### config.mk
export PLATFORM = sky130hd
export DESIGN_NAME = exe_mem_pipe_reg
export DESIGN_NICKNAME = d
export VERILOG_FILES = /design/src/rtl/exe_mem_pipe_reg.sv
export SDC_FILE = /design/constraint.sdc
export NUM_CORES = 1
export LEC_CHECK = 0
export BUFFER_PORTS_ARGS = -buffer_cell sky130_fd_sc_hd__buf_4
export CAP_MARGIN = 20
export CORE_UTILIZATION = 60
export CTS_BUF_LIST = sky130_fd_sc_hd__clkbuf_4
export DETAILED_ROUTE_END_ITERATION = 12
export PLACE_DENSITY_LB_ADDON = 0.05
export SYNTH_ARGS = -nofsm -noshare
export SYNTH_HDL_FRONTEND = slang
export SYNTH_SLANG_ARGS = --single-unit
### constraint.sdc
create_clock -name clk -period 10.9 [get_ports clk]
set_input_delay 0.545 -clock clk [delete_from_list [all_inputs] [get_ports clk]]
set_output_delay 0.545 -clock clk [all_outputs]
set_load 0.02 [all_outputs]
### src/rtl/exe_mem_pipe_reg.sv
// EXE->MEM pipeline register: valid/ready handshake over a main + skid entry pair.
// Optional stall statistics counter enabled by defining PIPE_REG_STATS_EN.
module exe_mem_pipe_reg #(
    parameter int DATA_W = 32,
    parameter int DEST_W = 4,
    parameter int STAT_W = 16
) (
    input  logic              clk,
    input  logic              rst,
    input  logic              flush,
    input  logic              in_valid,
    output logic              in_ready,
    input  logic              in_wb_en,
    input  logic              in_mem_r_en,
    input  logic              in_mem_w_en,
    input  logic [DATA_W-1:0] in_alu_res,
    input  logic [DATA_W-1:0] in_val_rm,
    input  logic [DEST_W-1:0] in_dest,
    output logic              out_valid,
    input  logic              out_ready,
    output logic              out_wb_en,
    output logic              out_mem_r_en,
    output logic              out_mem_w_en,
    output logic [DATA_W-1:0] out_alu_res,
    output logic [DATA_W-1:0] out_val_rm,
    output logic [DEST_W-1:0] out_dest
`ifdef PIPE_REG_STATS_EN
    ,
    output logic [STAT_W-1:0] stall_cnt
`endif
);

    typedef enum logic [1:0] {
        EMPTY = 2'd0,
        ONE   = 2'd1,
        TWO   = 2'd2
    } state_e;

    typedef struct packed {
        logic              wb_en;
        logic              mem_r_en;
        logic              mem_w_en;
        logic [DATA_W-1:0] alu_res;
        logic [DATA_W-1:0] val_rm;
        logic [DEST_W-1:0] dest;
    } entry_t;

    state_e state_q, state_d;
    entry_t main_q, main_d;
    entry_t skid_q, skid_d;
    entry_t in_entry;
    logic   in_ready_q;
    logic   main_v;
    logic   accept;
    logic   pop;

    // Killed entries keep their data; only the side-effecting control bits drop.
    function automatic entry_t kill_ctrl(input entry_t e);
        entry_t r;
        r          = e;
        r.wb_en    = 1'b0;
        r.mem_r_en = 1'b0;
        r.mem_w_en = 1'b0;
        return r;
    endfunction

    assign in_entry = '{
        wb_en:    in_wb_en,
        mem_r_en: in_mem_r_en,
        mem_w_en: in_mem_w_en,
        alu_res:  in_alu_res,
        val_rm:   in_val_rm,
        dest:     in_dest
    };

    assign main_v = (state_q != EMPTY);
    assign accept = in_valid && in_ready_q;
    assign pop    = main_v && out_ready;

    always_comb begin
        // NOTE: every next-state signal gets a default first so no path leaves it unassigned (no latch).
        state_d = state_q;
        main_d  = main_q;
        skid_d  = skid_q;
        if (flush) begin
            // A concurrent pop already completed on the MEM side; nothing survives.
            state_d = EMPTY;
            main_d  = kill_ctrl(main_q);
            skid_d  = kill_ctrl(skid_q);
        end else begin
            case (state_q)
                EMPTY: begin
                    if (accept) begin
                        main_d  = in_entry;
                        state_d = ONE;
                    end
                end
                ONE: begin
                    if (accept && pop) begin
                        main_d = in_entry;
                    end else if (accept) begin
                        skid_d  = in_entry;
                        state_d = TWO;
                    end else if (pop) begin
                        state_d = EMPTY;
                    end
                end
                TWO: begin
                    if (pop) begin
                        main_d  = skid_q;
                        state_d = ONE;
                    end
                end
                default: state_d = EMPTY;
            endcase
        end
    end

    // NOTE: sequential state uses non-blocking assignments so all flops update from pre-edge values.
    always_ff @(posedge clk or posedge rst) begin
        if (rst) begin
            state_q    <= EMPTY;
            main_q     <= '0;
            skid_q     <= '0;
            in_ready_q <= 1'b1;
        end else begin
            state_q    <= state_d;
            main_q     <= main_d;
            skid_q     <= skid_d;
            in_ready_q <= (state_d != TWO);
        end
    end

    assign in_ready     = in_ready_q;
    assign out_valid    = main_v;
    assign out_wb_en    = main_v & main_q.wb_en;
    assign out_mem_r_en = main_v & main_q.mem_r_en;
    assign out_mem_w_en = main_v & main_q.mem_w_en;
    assign out_alu_res  = main_q.alu_res;
    assign out_val_rm   = main_q.val_rm;
    assign out_dest     = main_q.dest;

`ifdef PIPE_REG_STATS_EN
    logic [STAT_W-1:0] stall_q;

    // Saturating count of cycles MEM holds off a presented entry; only rst clears it.
    always_ff @(posedge clk or posedge rst) begin
        if (rst) begin
            stall_q <= '0;
        end else if (main_v && !out_ready && (stall_q != {STAT_W{1'b1}})) begin
            stall_q <= stall_q + STAT_W'(1);
        end
    end

    assign stall_cnt = stall_q;
`else
    localparam int unused_stat_w = STAT_W;
`endif

endmodule

==> results of run 1 <==
==> worst paths after layout <==
kind / start / end / cells past startpoint / slack (ns)
max: state_q[1] / out_val_rm[5] / 4 / 8.51
min: rst / out_val_rm[20] / 2 / 0.11
max reg2reg: state_q[1] / out_val_rm[5] / 4 / 8.51
min reg2reg: skid_q[18] / skid_q[18] / 1 / 0.50
max in group asynchronous: rst / in_ready / 4 / 9.78
min in group clk: in_val_rm[15] / skid_q[19] / 2 / 0.27
==> sequential cells by signal, indices dropped and copies added, names as in the netlist <==
register     count
skid_q          71
main_q           3
out_alu_res     32
in_ready         1
out_dest         4
out_val_rm      32
state_q          2
==> kinds of logic after synthesis <==
| family | Yosys count | synth area share |
|---|---|---|
| xor+xnor | 1 | 0.00133 |
| compound gates | 78 | 0.0781 |
| flops | 145 | 0.551 |
| buf+inv | 111 | 0.116 |
| mux | 68 | 0.116 |
| simple gates | 230 | 0.138 |
==> cell type report <==
| class | count | area, um^2 | area share |
|---|---|---|---|
| multi-input cells | 377 | 2220 | 0.294 |
| diodes | 1 | 2.50 | 0.000332 |
| repair buffers | 156 | 1190 | 0.158 |
| clock buffers | 18 | 135 | 0.0179 |
| inverters | 3 | 16.3 | 0.00216 |
| flip-flops and latches | 145 | 3630 | 0.482 |
| clock inverters | 13 | 169 | 0.0224 |
| well taps | 136 | 170 | 0.0226 |
==> metrics by stage <==
stage,setup WS (ns),util
2_1_floorplan,6.46,-
3_3_place_gp,8.63,0.688
3_5_place_dp,8.52,0.688
4_1_cts,8.47,0.717
5_1_grt,8.36,0.720
6_report,8.51,0.720
==> per-layer routing <==
| metal | track usage | routed length, um | vias to the layer above |
|---|---|---|---|
| met5 | 0 | 0 | - |
| met4 | 0.0812 | 244 | 0 |
| met3 | 0.0723 | 822 | 20 |
| met2 | 0.399 | 6460 | 138 |
| met1 | 0.311 | 5670 | 2213 |
| li1 | - | - | 2176 |
==> worst reg2reg max path: stages, from the launching register on <==
cell     delay (ns)
dfrtp_1        0.56
nor2b_4        0.95
buf_4          0.48
nand2_1        0.11
a31oi_1        0.22
==> power by group <==
part | switching, W | internal (W)
Sequential | 0.0000720 | 0.000666
Combinational | 0.000170 | 0.000173
Clock | 0.000182 | 0.000179
==> cell usage after synthesis (all sizes together) (2+ instances only) <==
library cell / number
nand2: 146
nor2: 73
a22o: 6
mux2: 68
buf: 91
nor2b: 5
clkbuf: 17
dfrtp: 144
nand2b: 2
inv: 3
a31oi: 68
==> run summary, run 1 <==
Worst path slowest cell: nor2b_4
design area: 7530 um^2
IO Pins: 149
fin cells: 849
hold slack: 0.109 ns
total CTS buffers: 17
PwrDens: 192 nW/um^2
RD Place Congestion: 0.739
Setup TNS: 0 ns
CTS tree: built
Highest Clock Rate: 0.419 GHz
postcts setup bufs: 0
post-synthesis async set-or-reset flop share: 1.00
slew of the pin with the lowest slew margin: 1.09 ns
CP max FO: 46
top-area cell type share of the netlist area: 0.547
Slew Limit Fails: 0
initial antenna violation count: 1
Root Driver: clkbuf_4
total power: 0.00144 W
final wirelength: 13200 um
most frequent cells in the layout: buf_4 (155), nand2_1 (146), dfrtp_1 (144)
first-pass GRT wire length: 21400 um
post-route ant nets: 0
Critical Path, Cell by Cell: nor2b_4, buf_4, nand2_1, a31oi_1
Hold Buf Count CTS: 0
outcome: finished, final reports clean
Placed Instance Area: 7200 um^2
Initial DRT Pass Iterations: 5
largest net degree at the start of global routing: 81
post-layout net count: 776
top_reg_cell synth: dfrtp_1
post-DP HPWL: 8470 um
count of input and output buffers: 148
GRT overflow: 0
slew margin rel.: 0.270
vias: 4547
max cap viols: 0
Hold Crit Class: in2async
library cells used by synthesis: 25
WS Path Type: reg2reg
Die Wd: 107 um
Mean Syn Cell Area: 10.4 um^2
Final Cycle Share: 0.219
DR vias/cell: 5.36
later-pin clock latency in the skew report: 0.51 ns
H-tree depth: 4
Wirelength per Cell: 15.5 um
Syn. warnings: 0
vias in the first global route: 4539
slowest stage delay, CP: 0.95 ns
crit start category: flop
die footprint: 11400 um^2
drc violations: 0
Syn-to-layout area delta: 14.3%
maximum vdd drop: 0.101 mV
Die Y: 107 um
row count: 37
Post-synth EDFFs: 0
Cells after Synth: 633
Mapped Area: 6590 um^2
Iter 0 DRT Violations: 220
effective utilization at floorplan: 0.630
top cells by area, synth: dfrtp_1 (55%), mux2_2 (11%), buf_4 (8.5%)
Critical path buffers and inverters: 1
Worst Skew: 0.0180 ns
# clock sinks: 145
CP top delay family: simple AND/OR/NAND/NOR gates
CP endpoint kind: flop
Leak Pwr: 3.49 nW
Critical Path RT: 11.32 ns
register area share after synthesis: 0.551
post-CTS sizing: 0
endpoints failing hold: 0
placed cells: 816
FF+latch count, synth: 145
area leader, netlist: dfrtp_1
data arrival time of the worst path: 2.81 ns
RSZ-0062 raised after global routing: false
final worst path period need: 2.39 ns
FILL cells: 793
Clock Pin Slew Worst Setup and Hold Paths: 0.13 ns
endpoints failing setup: 0
Max Root-Sink Buffers: 2
most common cell after layout, fill and taps aside: buf_4
share of cells above drive strength 1: 0.351
Global Route Usage Sum: 0.243
Syn Nets: 709
Core Area: 10500 um^2
Note: power is estimated with default switching activity, not from simulation.
==> run 2: changes to the inputs <==
--- a/config.mk
+++ b/config.mk
@@ -7,7 +7,7 @@
 export LEC_CHECK = 0
 export BUFFER_PORTS_ARGS = -buffer_cell sky130_fd_sc_hd__buf_4
 export CAP_MARGIN = 20
-export CORE_UTILIZATION = 60
+export CORE_UTILIZATION = 51
 export CTS_BUF_LIST = sky130_fd_sc_hd__clkbuf_4
 export DETAILED_ROUTE_END_ITERATION = 12
 export PLACE_DENSITY_LB_ADDON = 0.05
==> constraint.sdc (replaced) <==
create_clock -name clk -period 2.1 [get_ports clk]
set_input_delay 0.105 -clock clk [delete_from_list [all_inputs] [get_ports clk]]
set_output_delay 0.105 -clock clk [all_outputs]
set_load 0.02 [all_outputs]
==> run 2 against run 1 <==
  * Maximum frequency is 27% higher
  * Worst hold slack better by 0.082 ns
  * Combinational power grew to 5.6 times the previous value
  * Final cell count is 13% higher
  * Clock skew is 0.0035 ns lower
  * Sequential share of layout area is 4.6 points lower
  * Die area is 17% higher
  * Sequential power grew to 5.2 times the previous value
  * Sequential cell count stayed put
  * Via count is 6.4% higher
  * Setup slack worse by 8.3 ns
  * Largest power group unchanged
==> run summary, run 2 (synthesis gave the netlist of run 1 again) <==
later-pin clock latency in the skew report: 0.55 ns (+0.04 ns)
final worst path period need: 1.87 ns (-0.515 ns)
Highest Clock Rate: 0.534 GHz (+27%)
slew margin rel.: 0.492 (+0.222)
post-CTS sizing: 0 (unchanged)
FILL cells: 1050 (+32%)
Worst Skew: 0.0145 ns (-0.00348 ns)
vias: 4836 (+6.4%)
final wirelength: 13900 um (+5.1%)
Core Area: 12600 um^2 (+21%)
Biggest register: skid_q
Root Driver: clkbuf_4
design area: 8320 um^2 (+11%)
count of input and output buffers: 148 (unchanged)
WHS Path Cells: 5
CP max FO: 43 (-6.5%)
top sig layer: met4
effective utilization at floorplan: 0.522 (-0.108)
worst reg2reg path depth: 4 (unchanged)
Die Wd: 116 um (+8.3%)
hold slack: 0.190 ns (+0.0817 ns)
first-pass GRT wire length: 22300 um (+3.8%)
Final Cycle Share: 0.892 (+0.673)
data arrival time of the worst path: 2.31 ns (-0.50 ns)
Critical Path RT: 2.53 ns (-8.79 ns)
GRT overflow: 0 (unchanged)
most frequent cells in the layout: buf_4 (153), nand2_1 (146), dfrtp_1 (144)
largest net degree at the start of global routing: 146 (+80%)
CP endpoint kind: flop
H-tree depth: 4 (unchanged)
Slew Limit Fails: 0 (unchanged)
crit start category: flop
met3 WL post-DR: 816 um (-0.73%)
Syn-to-layout area delta: 26.3%
slew of the pin with the lowest slew margin: 0.762 ns (-0.331 ns)
Iter 0 DRT Violations: 322 (+46%)
Setup TNS: 0 ns (unchanged)
endpoints failing hold: 0 (unchanged)
routed wl met2: 6720 um (+4.1%)
die footprint: 13400 um^2 (+17%)
endpoints failing setup: 0 (unchanged)
# clock sinks: 145 (unchanged)
initial antenna violation count: 0 (-1)
Clock Pin Slew Worst Setup and Hold Paths: 0.11 ns (-0.02 ns)
number of flip-flops in the largest register: 71 (unchanged)
CTS tree: built
Wirelength per Cell: 14.4 um (-7.1%)
post-route ant nets: 0 (unchanged)
Initial DRT Pass Iterations: 5 (unchanged)
PwrDens: 884 nW/um^2 (+360%)
drc violations: 0 (unchanged)
max cap viols: 0 (unchanged)
total CTS buffers: 17 (unchanged)
WL met1: 6090 um (+7.3%)
Hold Crit Class: in2reg
Leak Pwr: 3.82 nW (+9.4%)
share of cells above drive strength 1: 0.327 (-0.0241)
post-layout net count: 852 (+9.8%)
DR vias/cell: 5.03 (-6.0%)
RD Place Congestion: 0.764 (+3.4%)
post-DP HPWL: 8450 um (-0.29%)
outcome: finished, final reports clean
vias in the first global route: 4648 (+2.4%)
WS Path Type: reg2reg
row count: 41 (+11%)
ant diodes: 0 (-1)
Placed Instance Area: 7320 um^2 (+1.8%)
maximum vdd drop: 0.563 mV (+460%)
most common cell after layout, fill and taps aside: buf_4
RSZ-0062 raised after global routing: false
Global Route Usage Sum: 0.218 (-0.0256)
IO Pins: 149 (unchanged)
Max Root-Sink Buffers: 2 (unchanged)
Die Y: 116 um (+8.3%)
run 2: final timing paths:
path                            start              to  slack, ns
setup / recovery             in_ready      skid_q[27]       0.23
hold / removal               in_valid      state_q[0]       0.19
setup reg to reg             in_ready      skid_q[27]       0.23
hold reg to reg            skid_q[22]      skid_q[22]       0.50
max in group asynchronous         rst  out_alu_res[4]       1.20
min in group asynchronous         rst      skid_q[64]       0.35
run 2: per-stage QoR:
step           setup slack [ns]  total power, W   util  std cells
2_1_floorplan             0.177         0.00528      -        633
3_3_place_gp              0.291         0.00560  0.580        855
3_5_place_dp              0.230         0.00568  0.580        855
4_1_cts                   0.211         0.00744  0.660        961
5_1_grt                   0.112         0.00780  0.660        961
6_report                  0.226         0.00736  0.660        961
run 2: area by class of cell:
type / instances / area (um^2) / area share
repair buffers: 232 / 1990 / 0.239
clock inverters: 14 / 123 / 0.0147
well taps: 172 / 215 / 0.0259
multi-input cells: 377 / 2220 / 0.266
clock buffers: 18 / 135 / 0.0162
flip-flops and latches: 145 / 3630 / 0.436
inverters: 3 / 15.0 / 0.00180
run 2: critical path, stage by stage (launching register included):
cell and delay [ns]:
dfstp_2 0.55, nand2_1 0.18, nor4_4 0.34, buf_12 0.32, mux2_2 0.37
run 2: power by group:
part | switching [W] | internal, W | leakage, nW
combinational | 0.000907 | 0.000998 | 1.96
clock | 0.000948 | 0.000694 | 0.154
sequential | 0.000354 | 0.00346 | 1.71
total | 0.00221 | 0.00515 | 3.82
run 2: what timing repair did:
action	CTS	global route
hold buffers	74	0
setup buffers	0	0
hold endpoints to repair	289	0
run 2: metal layers:
metal,vias up,global-route usage
met4,0,0.0855
li1,2342,-
met3,20,0.0638
met2,121,0.358
met5,-,0
met1,2353,0.272
